[src/rtl/vga_scan_controller.sv]
// VGA scan generator: a 2-clk pixel tick drives the scan counters, and a registered output
// stage composites the sprite/background colour, delayed one pixel, aligned with HS/VS/blank.
module vga_scan_controller #(
  parameter int H_ACTIVE = 640,
  parameter int H_FP     = 16,
  parameter int H_SYNC   = 96,
  parameter int H_BP     = 48,
  parameter int V_ACTIVE = 480,
  parameter int V_FP     = 10,
  parameter int V_SYNC   = 2,
  parameter int V_BP     = 33
) (
  input  logic        clk,
  input  logic        rst,
  input  logic [23:0] sprite_rgb,
  input  logic        sprite_visible,
  input  logic [23:0] bg_rgb,
  output logic [9:0]  pixelx,
  output logic [9:0]  pixely,
  output logic        frame_start,
  output logic        vga_clk,
  output logic        vga_hs,
  output logic        vga_vs,
  output logic        vga_blank_n,
  output logic        vga_sync_n,
  output logic [7:0]  vga_r,
  output logic [7:0]  vga_g,
  output logic [7:0]  vga_b
);

  localparam logic [9:0] H_ACT    = 10'(H_ACTIVE);
  localparam logic [9:0] HS_START = 10'(H_ACTIVE + H_FP);
  localparam logic [9:0] HS_END   = 10'(H_ACTIVE + H_FP + H_SYNC);
  localparam logic [9:0] H_LAST   = 10'(H_ACTIVE + H_FP + H_SYNC + H_BP - 1);
  localparam logic [9:0] V_ACT    = 10'(V_ACTIVE);
  localparam logic [9:0] VS_START = 10'(V_ACTIVE + V_FP);
  localparam logic [9:0] VS_END   = 10'(V_ACTIVE + V_FP + V_SYNC);
  localparam logic [9:0] V_LAST   = 10'(V_ACTIVE + V_FP + V_SYNC + V_BP - 1);

  logic        tick;
  logic [9:0]  hcount;
  logic [9:0]  vcount;
  logic        frame_pend;
  logic        h_wrap;
  logic        v_wrap;
  logic        active;
  logic        hs_n;
  logic        vs_n;
  logic [23:0] pix_rgb;

  always_comb begin
    h_wrap  = (hcount == H_LAST);
    v_wrap  = (vcount == V_LAST);
    active  = (hcount < H_ACT) && (vcount < V_ACT);
    hs_n    = !((hcount >= HS_START) && (hcount < HS_END));
    vs_n    = !((vcount >= VS_START) && (vcount < VS_END));
    pix_rgb = 24'h000000;
    if (active) pix_rgb = sprite_visible ? sprite_rgb : bg_rgb;
  end

  // Pixel state moves on tick=1 edges; the tick=0 edge in between covers the sprite ROM read.
  always_ff @(posedge clk or posedge rst) begin
    if (rst) begin
      tick        <= 1'b0;
      hcount      <= 10'd0;
      vcount      <= 10'd0;
      frame_pend  <= 1'b0;
      frame_start <= 1'b0;
      vga_hs      <= 1'b1;
      vga_vs      <= 1'b1;
      vga_blank_n <= 1'b0;
      vga_r       <= 8'h00;
      vga_g       <= 8'h00;
      vga_b       <= 8'h00;
    end else begin
      tick        <= ~tick;
      // frame_start lands one clk after the counters reach (0,0), hence the pending stage.
      frame_pend  <= tick & h_wrap & v_wrap;
      frame_start <= frame_pend;
      if (tick) begin
        if (h_wrap) begin
          hcount <= 10'd0;
          vcount <= v_wrap ? 10'd0 : vcount + 10'd1;
        end else begin
          hcount <= hcount + 10'd1;
        end
        vga_hs                <= hs_n;
        vga_vs                <= vs_n;
        vga_blank_n           <= active;
        {vga_r, vga_g, vga_b} <= pix_rgb;
      end
    end
  end

  assign pixelx     = hcount;
  assign pixely     = vcount;
  assign vga_clk    = tick;
  assign vga_sync_n = 1'b0;

endmodule

[config.mk]
export PLATFORM = sky130hd
export DESIGN_NAME = vga_scan_controller
export DESIGN_NICKNAME = d
export VERILOG_FILES = /design/src/rtl/vga_scan_controller.sv
export SDC_FILE = /design/constraint.sdc
export NUM_CORES = 1
export LEC_CHECK = 0
export CAP_MARGIN = 30
export CORE_UTILIZATION = 35
export CTS_CLUSTER_DIAMETER = 50
export CTS_CLUSTER_SIZE = 12
export DETAILED_ROUTE_END_ITERATION = 10
export GPL_TIMING_DRIVEN = 0
export PLACE_DENSITY = 0.71
export SYNTH_ARGS = -nofsm -noshare
export SYNTH_HDL_FRONTEND = slang
export SYNTH_SLANG_ARGS = --single-unit
export TNS_END_PERCENT = 5
[constraint.sdc]
create_clock -name clk -period 2 [get_ports clk]
set_input_delay 0.3 -clock clk [delete_from_list [all_inputs] [get_ports clk]]
set_output_delay 0.3 -clock clk [all_outputs]
set_load 0.02 [all_outputs]
==> flow_metrics.py <==
metrics = {
    "final_layout": {
        "nNetsFinal": 366,
        "area_delta_synth_final_pct": 51.3,
        "seqCellArea_sq_mm": 0.00125,
        "drive_above_1_share_pct": 7.40,
        "stdcell_count": 388,
        "n_antenna_cell": 0,
        "multi_input_area_sq_mm": 0.00106,
        "postLayoutCellArea_sq_mm": 0.00361,
        "fillers": 581,
    },
    "critical_path": {
        "crit_buf_inv": 1,
        "r2r-start": "pixelx[7]",
        "worstReg2RegEnd": "pixely[2]",
        "end_kind": "register",
        "cp_top_family": "simple AND/OR/NAND/NOR gates",
        "r2r_cells": 5,
        "critPathKind": "reg2reg",
        "critical_path.startpoint_type": "register",
        "r2r_slack_ps": 100,
        "slowest_delay_ps": 550,
        "crit_fanout": 7,
        "crit_chain": "or4b_1 -> buf_6 -> or3_4 -> nor2_4 -> nor2_1",
        "required_ps": 2190,
        "critPathArrivalTime_ps": 2090,
        "critical_path.slowest_cell": "or4b_1",
    },
    "synth": {
        "synth_cell_types": 38,
        "syn_inst": 204,
        "synth_top_flop_cell": "dfrtp_1",
        "synthTopCellsByArea": "dfrtp_1 50%, mux2i_1 10%, o2bb2ai_1 8.8%, xnor2_1 4.0%, nand3_1 2.5%",
        "synth_nets": 259,
        "avgSynthCellArea_sq_um": 11.7,
        "ys_seq_area_share_pct": 52.5,
        "synth.most_common_cell": "dfrtp_1",
        "yosys.area.top_type_share_pct": 50.3,
        "synth_common_cells": "48 x dfrtp_1, 25 x mux2i_1, 24 x o2bb2ai_1, 12 x nand3_1, 12 x nor2_1",
        "synth-edff-count": 0,
        "ys_ff_latch": 50,
        "yosysWarnings": 0,
        "synth_top_area_cell": "dfrtp_1",
        "syn_area_sq_mm": 0.00239,
        "async_flop_share_pct": 100,
    },
    "status": {
        "status": "complete, but fails checks",
        "violations": "DRC",
    },
    "placement": {
        "placed_area_sq_mm": 0.00349,
        "dp_cells": 380,
        "place.gp.congestion": 0.794,
        "dp_hpwl_um": 4430,
        "portBuffers": 98,
    },
    "clocking": {
        "h-tree-depth": 2,
        "cts_made_buffers": 5,
        "cts_tree": "yes",
        "postCtsHoldBufs": 0,
        "worstSkewPairLatency_ps": 300,
        "cts.sinks": 50,
        "clockRootBuffer": "clkbuf_8",
        "cts_buffer_depth": 2,
        "clkTransAtPathRegs_ps": 90,
    },
    "global_routing": {
        "grt_pass1_vias": 2024,
        "antenna_found_initial": 0,
        "grt_overflow": 0,
        "grtUsageTotal_pct": 17.1,
        "grt_max_degree": 27,
        "grt_first_pass_wirelength_um": 9700,
    },
    "pwr": {
        "p_leak_nw": 1.53,
        "power-per-cell-area_mw_per_mm2": 581,
        "power_mw": 2.10,
        "ir_worst_vdd_uv": 251,
    },
    "timing": {
        "rsz0062_at_grt": "no",
        "timing.final.crit_share_pct": 95.0,
        "finalHoldViolations": 0,
        "max_freq_ghz": 0.526,
        "slew_viol_final": 0,
        "worst_slew_pin_slew_ps": 706,
        "setup_viol": 0,
        "whs_ps": 356,
        "slew_headroom_pct": 52.9,
        "period_needed_ps": 1900,
        "worst_clock_skew_ps": 8.57,
    },
    "routing": {
        "drc": 9,
        "ant_nets": 0,
        "drt_iter0_markers": 58,
        "post_drt_wl_per_cell_um": 15.3,
        "viasPerCell": 5.06,
        "drtPass1Iterations": 8,
        "via_count": 1963,
        "wl_um": 5940,
    },
    "flow_run": {
        "max_cap_violations": 0,
    },
    "hold_path": {
        "hold_start": "frame_pend",
        "min_to": "frame_start",
        "hp-class": "reg2reg",
        "whs_path_depth": 0,
    },
    "floorplanning": {
        "design.core.area_sq_mm": 0.00646,
        "dieArea_sq_mm": 0.00716,
        "initial_utilization_pct": 37.0,
        "die_y_um": 84.6,
        "ioPinCount": 101,
        "die_w_um": 84.6,
        "rows": 29,
    },
}
how the worst max path moves through the flow:
stage	from	end	slack [ps]	cells after the start
after detailed placement	pixelx[0]	pixely[1]	10	5
after global routing	pixely[5]	vga_r[6]	10	5
after CTS	pixelx[0]	pixely[1]	-30	5
final	pixelx[7]	pixely[2]	100	5
after global placement	rst	vga_g[6]	-520	2
after floorplan	pixelx[7]	pixely[7]	120	5
cell type report:
cell class	instances	share of cell area, %
clock buffers	6	2.28
inverters	9	0.935
well taps	77	2.67
clock inverters	1	0.831
repair buffers	100	27.9
multi-input cells	134	29.2
flip-flops and latches	50	34.7
plain buffers	11	1.49
where the power goes:
group / leakage (nW) / internal, mW / switching [mW] / total, mW
Combinational: 0.852 / 0.183 / 0.133 / 0.316
Clock: 0.0573 / 0.400 / 0.316 / 0.716
Sequential: 0.616 / 1.05 / 0.0209 / 1.07
per-layer routing:
metal  track usage, %  wire length [um]  vias up
met1             21.6              2640      940
met3             3.54               371       10
li1                 -                 -      953
met5                0                 0        -
met2             29.2              2830       60
met4             6.01                98        0
worst register-to-register path: cells and delay by family (launching register included):
kind,cells,cell delay (ps)
buffers and inverters,1,160
and+or+nand+nor,4,1190
DFF,1,450
cells in the final DEF (no fill, tap or decap), drive strengths merged:
cell,Yosys,layout
o2bb2ai,24,24
clkdlybuf4s50,0,98
nand3b,1,1
nor4,4,4
xor2,3,3
nor4b,1,1
a41oi,1,1
nor3,2,2
and4,2,2
dfrtp,48,48
or4b,1,1
and3,2,2
a21bo,1,1
bufinv,0,1
buf,2,5
a21oi,2,2
nand2,6,6
inv,9,9
nand4,4,4
and2,1,1
a21o,1,1
o21ai,6,6
clkbuf,9,14
or3,3,3
nand3,13,13
xnor2,11,11
mux2i,25,25
or4,1,1
dfstp,2,2
nand4b,1,1
ha,4,4
nor2,13,13
conb,1,1
metrics by stage:
step                      setup slack, ps  TNS [ps]  util [%]
final                                 101         0      56.0
after global routing                 10.3         0      56.0
after CTS                           -33.3     -33.3      55.7
after detailed placement             11.7         0      54.0
after global placement               -524    -25220      53.7
after floorplan                       120         0         -
what timing repair did:
action | CTS | global route
cloned | 0 | 0
setup endpoints to repair | 1 | 33
gates resized for setup | 0 | 4
buffers inserted | 0 | 1
pin swaps | 0 | 1
state kept, by name, summed over array words and instances (netlist names):
signal       count
frame_pend       1
frame_start      1
pixelx          10
pixely          10
vga_b            8
vga_blank_n      1
vga_clk          1
vga_g            8
vga_hs           1
vga_r            8
vga_vs           1
logic make-up after synthesis:
family	share of synthesized area, %
adder cells (fa/ha/maj)	2.09
multiplexers	10.5
other	0.157
AND/OR/NAND/NOR	14.5
AO/OA/AOI/OAI	11.6
buffers and inverters	3.61
XOR/XNOR	5.13
flip-flops	52.5
Note: power is estimated with default switching activity, not from simulation.
